===== src/rtl/ref_mem_pkg.sv =====
// Shared types and default geometry for the reference-pixel memory sequencer.
package ref_mem_pkg;

    typedef enum logic [1:0] {
        ST_IDLE = 2'd0,
        ST_LOAD = 2'd1,
        ST_READ = 2'd2,
        ST_DONE = 2'd3
    } state_e;

    localparam int DEF_N_BANK   = 32;
    localparam int DEF_GROUP    = 4;
    localparam int DEF_DEPTH    = 96;
    localparam int DEF_ADDR_W   = 7;
    localparam int DEF_N_SUB    = 9;
    localparam int DEF_RD_ROWS  = 64;
    localparam int DEF_SUB_STEP = 16;

    // Number of 4-bank groups filled during preload.
    localparam int DEF_N_GRP       = 8;
    localparam int DEF_PRELOAD_LEN = DEF_N_GRP * DEF_DEPTH;

endpackage


===== src/rtl/ref_rd_addr_gen.sv =====
// Sub-area sweep counters: walks rows within each of the nine overlapping
// sub-areas and produces the read row address and sub-area index.
module ref_rd_addr_gen
    import ref_mem_pkg::*;
#(
    parameter int ADDR_W   = DEF_ADDR_W,
    parameter int N_SUB    = DEF_N_SUB,
    parameter int RD_ROWS  = DEF_RD_ROWS,
    parameter int SUB_STEP = DEF_SUB_STEP
) (
    input  logic              clk,
    input  logic              rst_n,
    input  logic              clear,
    input  logic              step,
    output logic [ADDR_W-1:0] rd_addr,
    output logic [3:0]        rd_sel,
    output logic              last
);

    localparam int RROW_W = $clog2(RD_ROWS);

    logic [RROW_W-1:0] rrow_q, rrow_d;
    logic [3:0]        sub_q, sub_d;
    logic [1:0]        col_q, col_d;
    logic              row_last;

    assign row_last = (rrow_q == RROW_W'(RD_ROWS - 1));

    always_comb begin
        rrow_d = rrow_q;
        sub_d  = sub_q;
        col_d  = col_q;
        if (clear) begin
            rrow_d = '0;
            sub_d  = '0;
            col_d  = '0;
        end else if (step) begin
            if (row_last) begin
                rrow_d = '0;
                sub_d  = sub_q + 4'd1;
                col_d  = (col_q == 2'd2) ? 2'd0 : col_q + 2'd1;
            end else begin
                rrow_d = rrow_q + RROW_W'(1);
            end
        end
    end

    always_ff @(posedge clk or negedge rst_n) begin
        if (!rst_n) begin
            rrow_q <= '0;
            sub_q  <= '0;
            col_q  <= '0;
        end else begin
            rrow_q <= rrow_d;
            sub_q  <= sub_d;
            col_q  <= col_d;
        end
    end

    // Columns of the 3x3 sub-area grid are offset by SUB_STEP rows.
    assign rd_addr = ADDR_W'(col_q) * ADDR_W'(SUB_STEP) + ADDR_W'(rrow_q);
    assign rd_sel  = sub_q;
    assign last    = row_last && (sub_q == 4'(N_SUB - 1));

endmodule


===== src/rtl/ref_mem_sched.sv =====
// Two-phase search sequencer: preloads the 32 banks four at a time, then
// sweeps nine sub-areas issuing row reads to the PE array.
module ref_mem_sched
    import ref_mem_pkg::*;
#(
    parameter int N_BANK   = DEF_N_BANK,
    parameter int GROUP    = DEF_GROUP,
    parameter int DEPTH    = DEF_DEPTH,
    parameter int ADDR_W   = DEF_ADDR_W,
    parameter int N_SUB    = DEF_N_SUB,
    parameter int RD_ROWS  = DEF_RD_ROWS,
    parameter int SUB_STEP = DEF_SUB_STEP
) (
    input  logic              clk,
    input  logic              rst_n,
    input  logic              start,
    input  logic              abort,
    input  logic              wr_valid,
    output logic              wr_ready,
    output logic [N_BANK-1:0] bank_we,
    output logic [ADDR_W-1:0] wr_addr,
    input  logic              pe_ready,
    output logic              rd_en,
    output logic [ADDR_W-1:0] rd_addr,
    output logic [3:0]        rd_sel,
    output logic              busy,
    output logic              done
);

    localparam logic [N_BANK-1:0] GRP_MASK = N_BANK'({GROUP{1'b1}});

    state_e            state_q, state_d;
    logic [2:0]        grp_q, grp_d;
    logic [ADDR_W-1:0] row_q, row_d;

    logic              fire;
    logic              last_fire;
    logic              read_beat;
    logic              gen_clear;
    logic              gen_last;
    logic [ADDR_W-1:0] gen_addr;
    logic [3:0]        gen_sel;

    // Handshakes are combinational: a write fires on wr_valid while in LOAD,
    // a read beat issues on pe_ready while in READ, both in the same cycle.
    assign fire      = (state_q == ST_LOAD) && wr_valid;
    assign last_fire = fire && (grp_q == 3'(DEF_N_GRP - 1)) && (row_q == ADDR_W'(DEPTH - 1));
    assign read_beat = (state_q == ST_READ) && pe_ready;
    assign gen_clear = (state_q == ST_IDLE);

    ref_rd_addr_gen #(
        .ADDR_W   (ADDR_W),
        .N_SUB    (N_SUB),
        .RD_ROWS  (RD_ROWS),
        .SUB_STEP (SUB_STEP)
    ) u_rd_addr_gen (
        .clk     (clk),
        .rst_n   (rst_n),
        .clear   (gen_clear),
        .step    (read_beat),
        .rd_addr (gen_addr),
        .rd_sel  (gen_sel),
        .last    (gen_last)
    );

    always_ff @(posedge clk or negedge rst_n) begin
        if (!rst_n) begin
            state_q <= ST_IDLE;
        end else begin
            state_q <= state_d;
        end
    end

    always_comb begin
        state_d = state_q;
        unique case (state_q)
            ST_IDLE: if (start) state_d = ST_LOAD;
            ST_LOAD: if (last_fire) state_d = ST_READ;
            ST_READ: if (read_beat && gen_last) state_d = ST_DONE;
            ST_DONE: state_d = ST_IDLE;
            default: state_d = ST_IDLE;
        endcase
        if (abort && (state_q != ST_IDLE)) begin
            state_d = ST_IDLE;
        end
    end

    always_comb begin
        grp_d = grp_q;
        row_d = row_q;
        if (state_q == ST_IDLE) begin
            grp_d = '0;
            row_d = '0;
        end else if (fire) begin
            if (row_q == ADDR_W'(DEPTH - 1)) begin
                row_d = '0;
                grp_d = grp_q + 3'd1;
            end else begin
                row_d = row_q + ADDR_W'(1);
            end
        end
    end

    always_ff @(posedge clk or negedge rst_n) begin
        if (!rst_n) begin
            grp_q <= '0;
            row_q <= '0;
        end else begin
            grp_q <= grp_d;
            row_q <= row_d;
        end
    end

    always_comb begin
        wr_ready = 1'b0;
        bank_we  = '0;
        wr_addr  = '0;
        rd_en    = 1'b0;
        rd_addr  = '0;
        rd_sel   = '0;
        busy     = (state_q != ST_IDLE);
        done     = (state_q == ST_DONE);
        if (state_q == ST_LOAD) begin
            wr_ready = 1'b1;
            wr_addr  = row_q;
            if (fire) begin
                bank_we = GRP_MASK << (GROUP * int'(grp_q));
            end
        end
        if (state_q == ST_READ) begin
            rd_en   = read_beat;
            rd_addr = gen_addr;
            rd_sel  = gen_sel;
        end
    end

endmodule


===== config.mk =====
export PLATFORM = sky130hd
export DESIGN_NAME = ref_mem_sched
export DESIGN_NICKNAME = d
export VERILOG_FILES = /design/src/rtl/ref_mem_pkg.sv /design/src/rtl/ref_rd_addr_gen.sv /design/src/rtl/ref_mem_sched.sv
export SDC_FILE = /design/constraint.sdc
export NUM_CORES = 1
export LEC_CHECK = 0
export CELL_PAD_IN_SITES_DETAIL_PLACEMENT = 1
export CELL_PAD_IN_SITES_GLOBAL_PLACEMENT = 2
export CORE_UTILIZATION = 26
export DETAILED_ROUTE_END_ITERATION = 8
export GPL_TIMING_DRIVEN = 0
export PLACE_DENSITY = 0.78
export SLEW_MARGIN = 0
export SYNTH_ARGS = -nofsm -noshare
export SYNTH_HDL_FRONTEND = slang
export SYNTH_SLANG_ARGS = --single-unit

===== constraint.sdc =====
create_clock -name clk -period 2.2 [get_ports clk]
set_input_delay 0.44 -clock clk [delete_from_list [all_inputs] [get_ports clk]]
set_output_delay 0.44 -clock clk [all_outputs]
set_load 0.01 [all_outputs]

Word level (Yosys, flattened, before mapping)
Index checks and enable logic that the tools add are counted.
Widths: inputs -> output; s select.
{ "op_classes": {"n_addsub": 6, "n_eq_ne": 11, "n_reduce_logical": 16, "muxes": 28, "shifts": 1} }
{ "op_table": {"columns": ["cell", "count"], "rows": [
  ["$mux 32", 2],
  ["$mux 7", 5],
  ["$shl 4x5->32 const A", 1],
  ["$mux 6", 3],
  ["$mux 2", 8],
  ["$mux 4", 4],
  ["$reduce_bool 2->1", 5],
  ["$mux 3", 3],
  ["$pmux 2 s4", 1],
  ["$add 6x6->7", 1],
  ["$add 7x1->7 const B", 1],
  ["$eq 7x7->1 const B", 1],
  ["$logic_and 1x1->1", 7],
  ["$add 6x1->6 const B", 1],
  ["$eq 2x2->1 const B", 3],
  ["$eq 6x6->1 const B", 1],
  ["$ne 3x2->1 const B", 2],
  ["$add 4x1->4 const B", 1],
  ["$eq 4x4->1 const B", 1],
  ["$reduce_and 2->1", 2],
  ["$add 3x1->3 const B", 1],
  ["$eq 3x3->1 const B", 1],
  ["$ne 3x3->1 const B", 1],
  ["$reduce_and 3->1", 1],
  ["other kinds (4)", 5]
]} }
{ "word_totals": {"word_cells": 68, "in_bits": 6, "register_bits": 24} }

Depth between registers and ports, before layout
Gate-level depths: netlist (run 1).
{ "depth": {"depth_word": 7, "depth_mapped": 7} }

Cells and area by module
From an unflattened synthesis (run 1), not the netlist that was laid out.
{ "unflattened": {"hier_cells": 207, "area_unflattened_um2": 1839.3} }
{ "by_module_without_submodules": {"columns": ["mod", "instances", "cells_per_inst", "area_each_um2"], "rows": [
  ["ref_mem_sched", 1, 131, 1118.6],
  ["ref_rd_addr_gen", 1, 76, 720.7]
]} }

Least setup slack after synthesis (run 1)
OpenSTA, ideal clock, no wires.
{ "synth_timing": {"path_type": "register -> output", "from": "register state_q[1]", "to": "output port bank_we[10]", "t_arrival_ns": 1.378, "setup_slack_ns": 0.382, "stages_incl_launch_ff": 7, "path_cell_list": "dfrtp_1 -> inv_1 -> ha_1 -> and2_1 -> buf_6 -> and3_2 -> buf_4"} }
{ "synth_via": {"elab_chain_cells": 4} }
{ "synth_lines": {"columns": ["item", "line", "text"], "rows": [
  ["from (decl)", "ref_mem_sched.sv:32", "state_e state_q, state_d;"],
  ["from (signal assigned)", "ref_mem_sched.sv:70", "state_q <= state_d;"],
  ["$eq 2x1->1 *", "ref_mem_sched.sv:46, ref_mem_sched.sv:123", null],
  ["$logic_and 1x1->1", "ref_mem_sched.sv:46", "assign fire = (state_q == ST_LOAD) && wr_valid;"],
  ["$mux 32", "ref_mem_sched.sv:126", "if (fire) begin"],
  ["$mux 32 *", "ref_mem_sched.sv:123", "if (state_q == ST_LOAD) begin"],
  ["to (decl)", "ref_mem_sched.sv:20", "output logic [N_BANK-1:0] bank_we,"]
]} }
Every way passes the cells marked *; elsewhere a longest branch is shown, timed or not.

Worst setup path after layout (run 1)
{ "layout_timing": {"from": "register state_q[1]", "to": "output port wr_addr[4]"} }
{ "layout_via": {"elab_chain_cells": 2} }
{ "layout_lines": {"columns": ["item", "line", "text"], "rows": [
  ["$eq 2x1->1", "ref_mem_sched.sv:123", null],
  ["$mux 7", "ref_mem_sched.sv:123", null],
  ["to (decl)", "ref_mem_sched.sv:21", "output logic [ADDR_W-1:0] wr_addr,"]
]} }
Every way passes these cells.

==> impl_metrics.ini, run 1 <==
[run_status]
status = finished, final reports clean

[finish]
final_net_count = 304
fin_cells = 360
area_growth_pct = 45.9
fillers = 817
antennaDiodeCount = 0
most-common-layout-cells = buf_4 (50), dlygate4sd2_1 (24), dfrtp_1 (23)
mostFrequentLayoutCell = buf_4
drive_gt1_frac = 0.311

[setup_path]
cp.required_ns = 1.76
critPathLaunchType = flop
cp.arrival_ns = 1.71
crit_fanout = 10
r2r_slack_ns = 0.40
critical_path_class = flop to output pin
cp-end-kind = output pin

[detailed_routing]
wl_per_cell_um = 13.4
drtIter0Drc = 32
drt_wl_total_um = 4810
viasPerCell = 4.58
drtPass1Iterations = 4
ant_nets = 0
drcViolationCount = 0
num_vias = 1648

[synthesis]
synth_area_sq_um = 1810
synth_fp_nets = 228
synth.avg_cell_area_sq_um = 8.81
async_flop_share = 1.00
ys_types = 36
synth-seq-area-share = 0.332
ys.warnings.count = 0
synth_edf_count = 0
synthCells = 205
ys_seq_elements = 24
synthFlopType = dfrtp_1

[place]
io_buffers = 59
place_inst = 344
hpwl_um = 3570
place_congestion = 0.751

[pwr]
pwr-share-comb = 0.489
p_leak_uw = 0.00146
p_int_uw = 1010
clkPwrFrac = 0.191
switching_share = 0.377
p_per_area_nw_per_um2 = 614
ir_drop_uv = 242
p_seq_frac = 0.320
p_sw_uw = 611

[global_routing]
grt_pass1_vias = 1689
grt_util_met3 = 0.0214
grt_max_degree = 25
grt.overflow.total = 0
antenna_found_initial = 0
use_met1 = 0.175
met2_usage = 0.243
track_usage = 0.136
grt_pass1_wl_um = 8050
grt-busiest-layer = met2

[floorplanning]
rows = 30
initial_core_util = 0.267
coreArea_sq_um = 6760
io_pins = 60
die-width_um = 85.4
die_h_um = 85.4
dieArea_sq_um = 7290

[clock_tree]
cts_num_sinks = 24
clkSlewWorstSetupHoldPaths_ns = 0.09
tritoncts = yes
hold_buffers = 0
cts_buffer_depth = 2
h-tree-depth = 1
clkLatencyLatePin_ns = 0.27
cts_root_buf = clkbuf_8
cts_buffers = 3

[job]
maxCapViolations = 0

[timing]
drv_slew = 0
tightest_slew_ns = 1.19
fin_setup_tns_ns = 0
timing.final.crit_period_ns = 2.15
hold_violations = 0
max_clock_freq_ghz = 0.465
max_slew_margin = 0.202
setup-violations-final = 0
post-route-period-util = 0.977
fin_skew_ns = 0.00706

[worst_hold_path]
hold_path_class = flop to flop
==> layer usage <==
layer	vias up	share of wire	wire length (um)
li1	809	-	-
met1	784	0.46	2220
met2	50	0.48	2310
met3	5	0.050	241
met4	0	0.0079	38
met5	-	0	0
==> critical path, cell delays in order (launching register included) <==
cell and delay [ns]:
dfrtp_1 0.40, inv_2 0.10, ha_4 0.14, clkbuf_8 0.14
and2_1 0.12, clkdlybuf4s50_1 0.53
==> stage by stage <==
step	setup slack [ns]	hold WS [ns]	utilization	cell area, sq um	power [uW]
after global placement	-0.386	0.555	0.370	2500	1200
after floorplan	0.382	0.144	-	1810	941
final	0.0511	0.579	0.390	2640	1620
after global routing	-0.00312	0.608	0.390	2640	1740
after detailed placement	-0.414	0.571	0.370	2500	1220
after CTS	0.00519	0.585	0.387	2620	1650
==> path summary, 6_finish.rpt <==
kind,start,end,depth (start not counted)
max,state_q[1],wr_addr[4],5
min,row_q[1],row_q[1],2
min reg2reg,row_q[1],row_q[1],2
max in group asynchronous,rst_n,u_rd_addr_gen.rrow_q[4],1
min in group asynchronous,rst_n,u_rd_addr_gen.rd_sel[0],1
max reg2reg,state_q[1],row_q[6],8
==> cell type report <==
cell class / instances / area (sq um) / share of cell area
Timing Repair Buffer: 71 / 601 / 0.228
Multi-Input combinational cell: 139 / 982 / 0.373
Inverter: 12 / 45.0 / 0.0171
Clock buffer: 4 / 55.1 / 0.0209
Sequential cell: 24 / 602 / 0.228
Tap cell: 80 / 100 / 0.0380
Buffer: 30 / 251 / 0.0954
==> cells in the mapped netlist (2+ instances only) <==
cell	n	area, sq um
dfrtp_1	24	601
and3_1	2	12.5
xor2_1	4	35.0
nor2_1	16	60.1
nand4_1	3	18.8
o21ai_1	3	15.0
nand2_1	16	60.1
and3_2	8	60.1
o21ai_0	7	35.0
nand3_1	7	35.0
a21oi_1	13	65.1
or3_1	2	12.5
xnor2_1	6	52.6
nor3_1	3	15.0
clkbuf_8	2	27.5
clkbuf_1	2	7.51
buf_4	24	180
and2_1	20	125
inv_1	11	41.3
ha_1	16	200
==> cells by family after synthesis <==
logic type / count (synthesis) / synth area share
XOR/XNOR: 10 / 0.0485
adder cells (fa/ha/maj): 17 / 0.122
buffers and inverters: 42 / 0.153
AO/OA/AOI/OAI: 27 / 0.0817
AND/OR/NAND/NOR: 84 / 0.257
flip-flops: 24 / 0.332
multiplexers: 1 / 0.00554
==> power by group through the flow <==
stage	registers [uW]	logic, uW	clock network (uW)
after floorplan	514	427	0
after global placement	525	679	0
after detailed placement	526	691	0
after CTS	518	801	327
after global routing	525	877	339
final	518	792	309
==> state kept, by name, indices dropped and copies added, names as in the netlist <==
name and cells:
state_q 2, row_q 7, u_rd_addr_gen.col_q 2, grp_q 3
u_rd_addr_gen.rd_sel 4, u_rd_addr_gen.rrow_q 6
==> repair_timing <==
action	4_1_cts	5_1_grt
setup buffers	8	4
resized for setup	87	15
pin swaps	0	0
endpoints found under the setup margin	52	19
gates cloned	0	0
(Power assumes the default switching activity.)
==> inputs of run 2 (changes only) <==
--- a/config.mk
+++ b/config.mk
@@ -7,7 +7,9 @@
 export LEC_CHECK = 0
 export CELL_PAD_IN_SITES_DETAIL_PLACEMENT = 1
 export CELL_PAD_IN_SITES_GLOBAL_PLACEMENT = 2
+export CORE_ASPECT_RATIO = 1.75
 export CORE_UTILIZATION = 26
+export CTS_CLUSTER_SIZE = 14
 export DETAILED_ROUTE_END_ITERATION = 8
 export GPL_TIMING_DRIVEN = 0
 export PLACE_DENSITY = 0.78
==> run 2 against run 1 <==
Global-route usage up 0.57 points. Critical endpoint is now bank_we[26]. Final area increased by 0.43%. Worst setup slack better by 0.0027 ns. Critical path type unchanged.
==> impl_metrics.ini, run 2 (synthesized netlist as in run 1, its figures left out) <==
[global_routing]
grt_pass1_vias = 1752
antenna_found_initial = 0
grt_max_degree = 25
grt_pass1_wl_um = 8160
track_usage = 0.142
grt.overflow.total = 0

[clock_tree]
h-tree-depth = 1
tritoncts = yes
clkSlewWorstSetupHoldPaths_ns = 0.06
cts_root_buf = clkbuf_16
hold_buffers = 0
clkLatencyLatePin_ns = 0.26
cts_buffers = 3
cts_buffer_depth = 2
cts_num_sinks = 24

[timing]
post-route-period-util = 0.976
max_clock_freq_ghz = 0.466
timing.final.ws_setup_ns = 0.0538
setup-violations-final = 0
timing.final.crit_period_ns = 2.15
tightest_slew_ns = 1.18
hold_violations = 0
fin_skew_ns = 0.00191
max_slew_margin = 0.208
drv_slew = 0
rsz0062_at_grt = false

[detailed_routing]
num_vias = 1641
drtIter0Drc = 21
drcViolationCount = 0
drt_wl_total_um = 4860
drtPass1Iterations = 4
ant_nets = 0
viasPerCell = 4.57
wl_per_cell_um = 13.5

[place]
io_buffers = 59
place_congestion = 0.747
place_inst = 346
dp_slack_ns = -0.432
hpwl_um = 3720

[floorplanning]
dieArea_sq_um = 7300
initial_core_util = 0.272
io_pins = 60
coreArea_sq_um = 6640
die-width_um = 65.0
die_h_um = 112
rows = 39

[pwr]
p_per_area_nw_per_um2 = 653
total_power_uw = 1730
p_leak_uw = 0.00146
ir_drop_uv = 316

[finish]
area_growth_pct = 46.5
fin_cells = 359
drive_gt1_frac = 0.296
antennaDiodeCount = 0
most-common-layout-cells = buf_4 (37), dlygate4sd2_1 (24), dfrtp_1 (22)
final_net_count = 302
mostFrequentLayoutCell = buf_4
largest_reg_flops = 7
top_register = row_q

[run_status]
status = finished, final reports clean

[setup_path]
critical_path_class = flop to output pin
cp-end-kind = output pin
crit_fanout = 7
cp.required_ns = 1.76
r2r_slack_ns = 0.39
setup.worst_path.start = state_q[0]
critPathLaunchType = flop
timing.rr.start = state_q[1]
cp.arrival_ns = 1.71

[worst_hold_path]
hold_path_class = flop to flop
min_from = row_q[1]

[job]
maxCapViolations = 0
run 2: layout make-up:
class	instances	area, sq um
Tap cell	82	103
Multi-Input combinational cell	139	987
Inverter	12	47.5
Buffer	30	251
Timing Repair Buffer	69	581
Clock buffer	3	75.1
Fill cell	842	3990
Sequential cell	24	603
run 2: what timing repair did:
item | CTS | global route
setup endpoints to repair | 52 | 28
setup buffers | 8 | 2
pin swaps | 1 | 1
gates resized for setup | 71 | 39
run 2: path summary, 6_finish.rpt:
kind	end	cells after the start
setup / recovery	bank_we[26]	6
hold / removal	row_q[1]	2
setup reg to reg	row_q[6]	8
hold reg to reg	row_q[1]	2
max in group asynchronous	state_q[0]	1
min in group asynchronous	u_rd_addr_gen.rrow_q[2]	1
run 2: stage by stage:
step | hold slack, ns | TNS [ns] | area (sq um) | utilization
floorplan | 0.144 | 0 | 1810 | -
global placement | 0.558 | -12.10 | 2500 | 0.377
detailed placement | 0.567 | -13.76 | 2500 | 0.377
CTS | 0.576 | -0.0937 | 2660 | 0.400
global route | 0.610 | 0 | 2650 | 0.399
finish | 0.574 | 0 | 2650 | 0.399
run 2: worst max-delay path: stages (launching register included):
cell and delay, ns:
dfrtp_2 0.45, ha_4 0.19, and2_1 0.16, buf_6 0.13, and3_4 0.18, buf_4 0.12
clkdlybuf4s15_1 0.21
run 2: routing by layer:
layer	part of all wire	GRT usage	wire, um
met5	0	0	0
met4	0.021	0.0464	104
met3	0.040	0.0152	193
met2	0.58	0.290	2810
met1	0.36	0.140	1760
run 2: power by group:
| part | internal [uW] | switching (uW) | total (uW) |
|---|---|---|---|
| Sequential | 479 | 47.6 | 526 |
| Combinational | 381 | 425 | 806 |
| Clock | 241 | 155 | 396 |
| Total | 1100 | 628 | 1730 |
==> inputs of run 3 (changes only) <==
--- a/config.mk
+++ b/config.mk
@@ -13,6 +13,7 @@
 export DETAILED_ROUTE_END_ITERATION = 8
 export GPL_TIMING_DRIVEN = 0
 export PLACE_DENSITY = 0.78
+export SETUP_SLACK_MARGIN = 0.4
 export SLEW_MARGIN = 0
 export SYNTH_ARGS = -nofsm -noshare
 export SYNTH_HDL_FRONTEND = slang
==> run 3 against run 2 <==
Worst setup slack gained 0.11 ns. Clock power increased by 13%. Register-to-register slack about the same. Worst hold slack got worse by 0.16 ns. Sequential power barely moved. Critical endpoint is now rd_addr[5]. Via count grew 7.6%. Final area grew 19%. Sequential share of layout area decreased by 3.7 points.
==> impl_metrics.ini, run 3 (synthesized netlist as in run 1, its figures left out) <==
[run_status]
status = finished, final reports clean

[timing]
timing.final.crit_period_ns = 2.03
setup-violations-final = 0
max_clock_freq_ghz = 0.492
hold_ws_ns = 0.415
fin_skew_ns = 0.00261
drv_slew = 0
hold_violations = 0
post-route-period-util = 0.924
max_slew_margin = 0.207
tightest_slew_ns = 1.19
rsz0062_at_grt = true
timing.final.ws_setup_ns = 0.168

[clock_tree]
cts_buffers = 3
cts_root_buf = clkbuf_16
cts_buffer_depth = 2
clkSlewWorstSetupHoldPaths_ns = 0.07
cts_num_sinks = 24
hold_buffers = 0
tritoncts = yes
h-tree-depth = 1
clkLatencyLatePin_ns = 0.26

[floorplanning]
coreArea_sq_um = 6640
die-width_um = 65.0
dieArea_sq_um = 7300
initial_core_util = 0.272
io_pins = 60
rows = 39
die_h_um = 112

[job]
maxCapViolations = 0

[global_routing]
antenna_found_initial = 0
grt.overflow.total = 0
grt_max_degree = 25
grt_pass1_vias = 1821
grt_pass1_wl_um = 8690
track_usage = 0.151

[detailed_routing]
wl_per_cell_um = 14.4
drt_wl_total_um = 5450
ant_nets = 0
drtIter0Drc = 15
drtPass1Iterations = 4
num_vias = 1766
drcViolationCount = 0
viasPerCell = 4.65

[place]
place_congestion = 0.759
dp_slack_ns = -0.412
dpl_cell_area_sq_um = 2500
hpwl_um = 3640
io_buffers = 59

[setup_path]
cp.required_ns = 1.76
crit_fanout = 2
cp.arrival_ns = 1.59
critPathLaunchType = flop
reg2reg_to = state_q[0]
cp-end-kind = output pin
r2r_slack_ns = 0.38
critical_path_class = flop to output pin
timing.rr.start = state_q[0]
worst-r2r-cell-count = 8

[finish]
mostFrequentLayoutCell = buf_6
fin_util = 0.476
most-common-layout-cells = buf_6 (66), buf_4 (25), dfrtp_1 (21)
drive_gt1_frac = 0.527
largest_reg_flops = 7
area_growth_pct = 74.9
top_register = row_q
stdcell_area_sq_um = 3160
antennaDiodeCount = 0
final_net_count = 322

[pwr]
p_leak_uw = 0.00148
p_per_area_nw_per_um2 = 692
ir_drop_uv = 559

[worst_hold_path]
hold_path_class = primary input to async pin
==> run 3: cell count changes in the layout (fill, tap and decap cells not counted), sizes merged <==
cell and delta:
clkdlybuf4s15 +3, buf +63, clkbuf -14, dlymetal6s2s -6, clkdlybuf4s50 -4, dlygate4sd2 -21
==> run 3: cell type report <==
cell class,instances,area [sq um]
inverters,12,52.6
flip-flops and latches,24,604
well taps,82,103
repair buffers,89,862
clock buffers,4,88.8
fillers,763,3480
plain buffers,30,342
multi-input cells,139,1110
==> run 3: through the flow <==
stage,instances,total power (uW),setup TNS [ns]
2_1_floorplan,205,944,0
3_3_place_gp,346,1210,-11.78
3_5_place_dp,346,1230,-12.90
4_1_cts,365,1960,0
5_1_grt,380,2310,0
6_report,380,2190,0
==> run 3: per-layer routing <==
metal / GRT usage / up-vias / wire (um)
met1: 0.154 / 872 / 1960
met5: 0 / - / 0
met3: 0.0193 / 6 / 177
met4: 0.0493 / 0 / 81
met2: 0.299 / 47 / 3240
li1: - / 841 / -
==> run 3: worst max-delay path by stage <==
stage,start,end,slack [ns],cells after the start
floorplan,state_q[1],bank_we[10],0.43,6
global placement,wr_valid,bank_we[26],-0.41,6
detailed placement,wr_valid,bank_we[3],-0.41,6
CTS,u_rd_addr_gen.rrow_q[4],rd_addr[5],0.17,4
global route,state_q[1],bank_we[11],0.12,7
finish,u_rd_addr_gen.rrow_q[4],rd_addr[5],0.17,4
==> run 3: where the power goes <==
| group | switching, uW | internal, uW | leakage (uW) |
|---|---|---|---|
| Sequential | 50.1 | 478 | 0.000327 |
| Combinational | 551 | 660 | 0.00111 |
| Clock | 167 | 278 | 0.0000442 |
| Total | 769 | 1420 | 0.00148 |
==> run 3: worst max-delay path: stages, from the launching register on <==
cell	delay, ns
dfrtp_2	0.42
ha_2	0.19
fa_1	0.47
and2_1	0.12
buf_2	0.13
==> run 3: timing repair <==
| action | in CTS | in global routing |
|---|---|---|
| resized for setup | 269 | 59 |
| pin swaps | 12 | 7 |
| setup endpoints to repair | 62 | 59 |
| setup buffers | 14 | 15 |
| cloned | 1 | 0 |
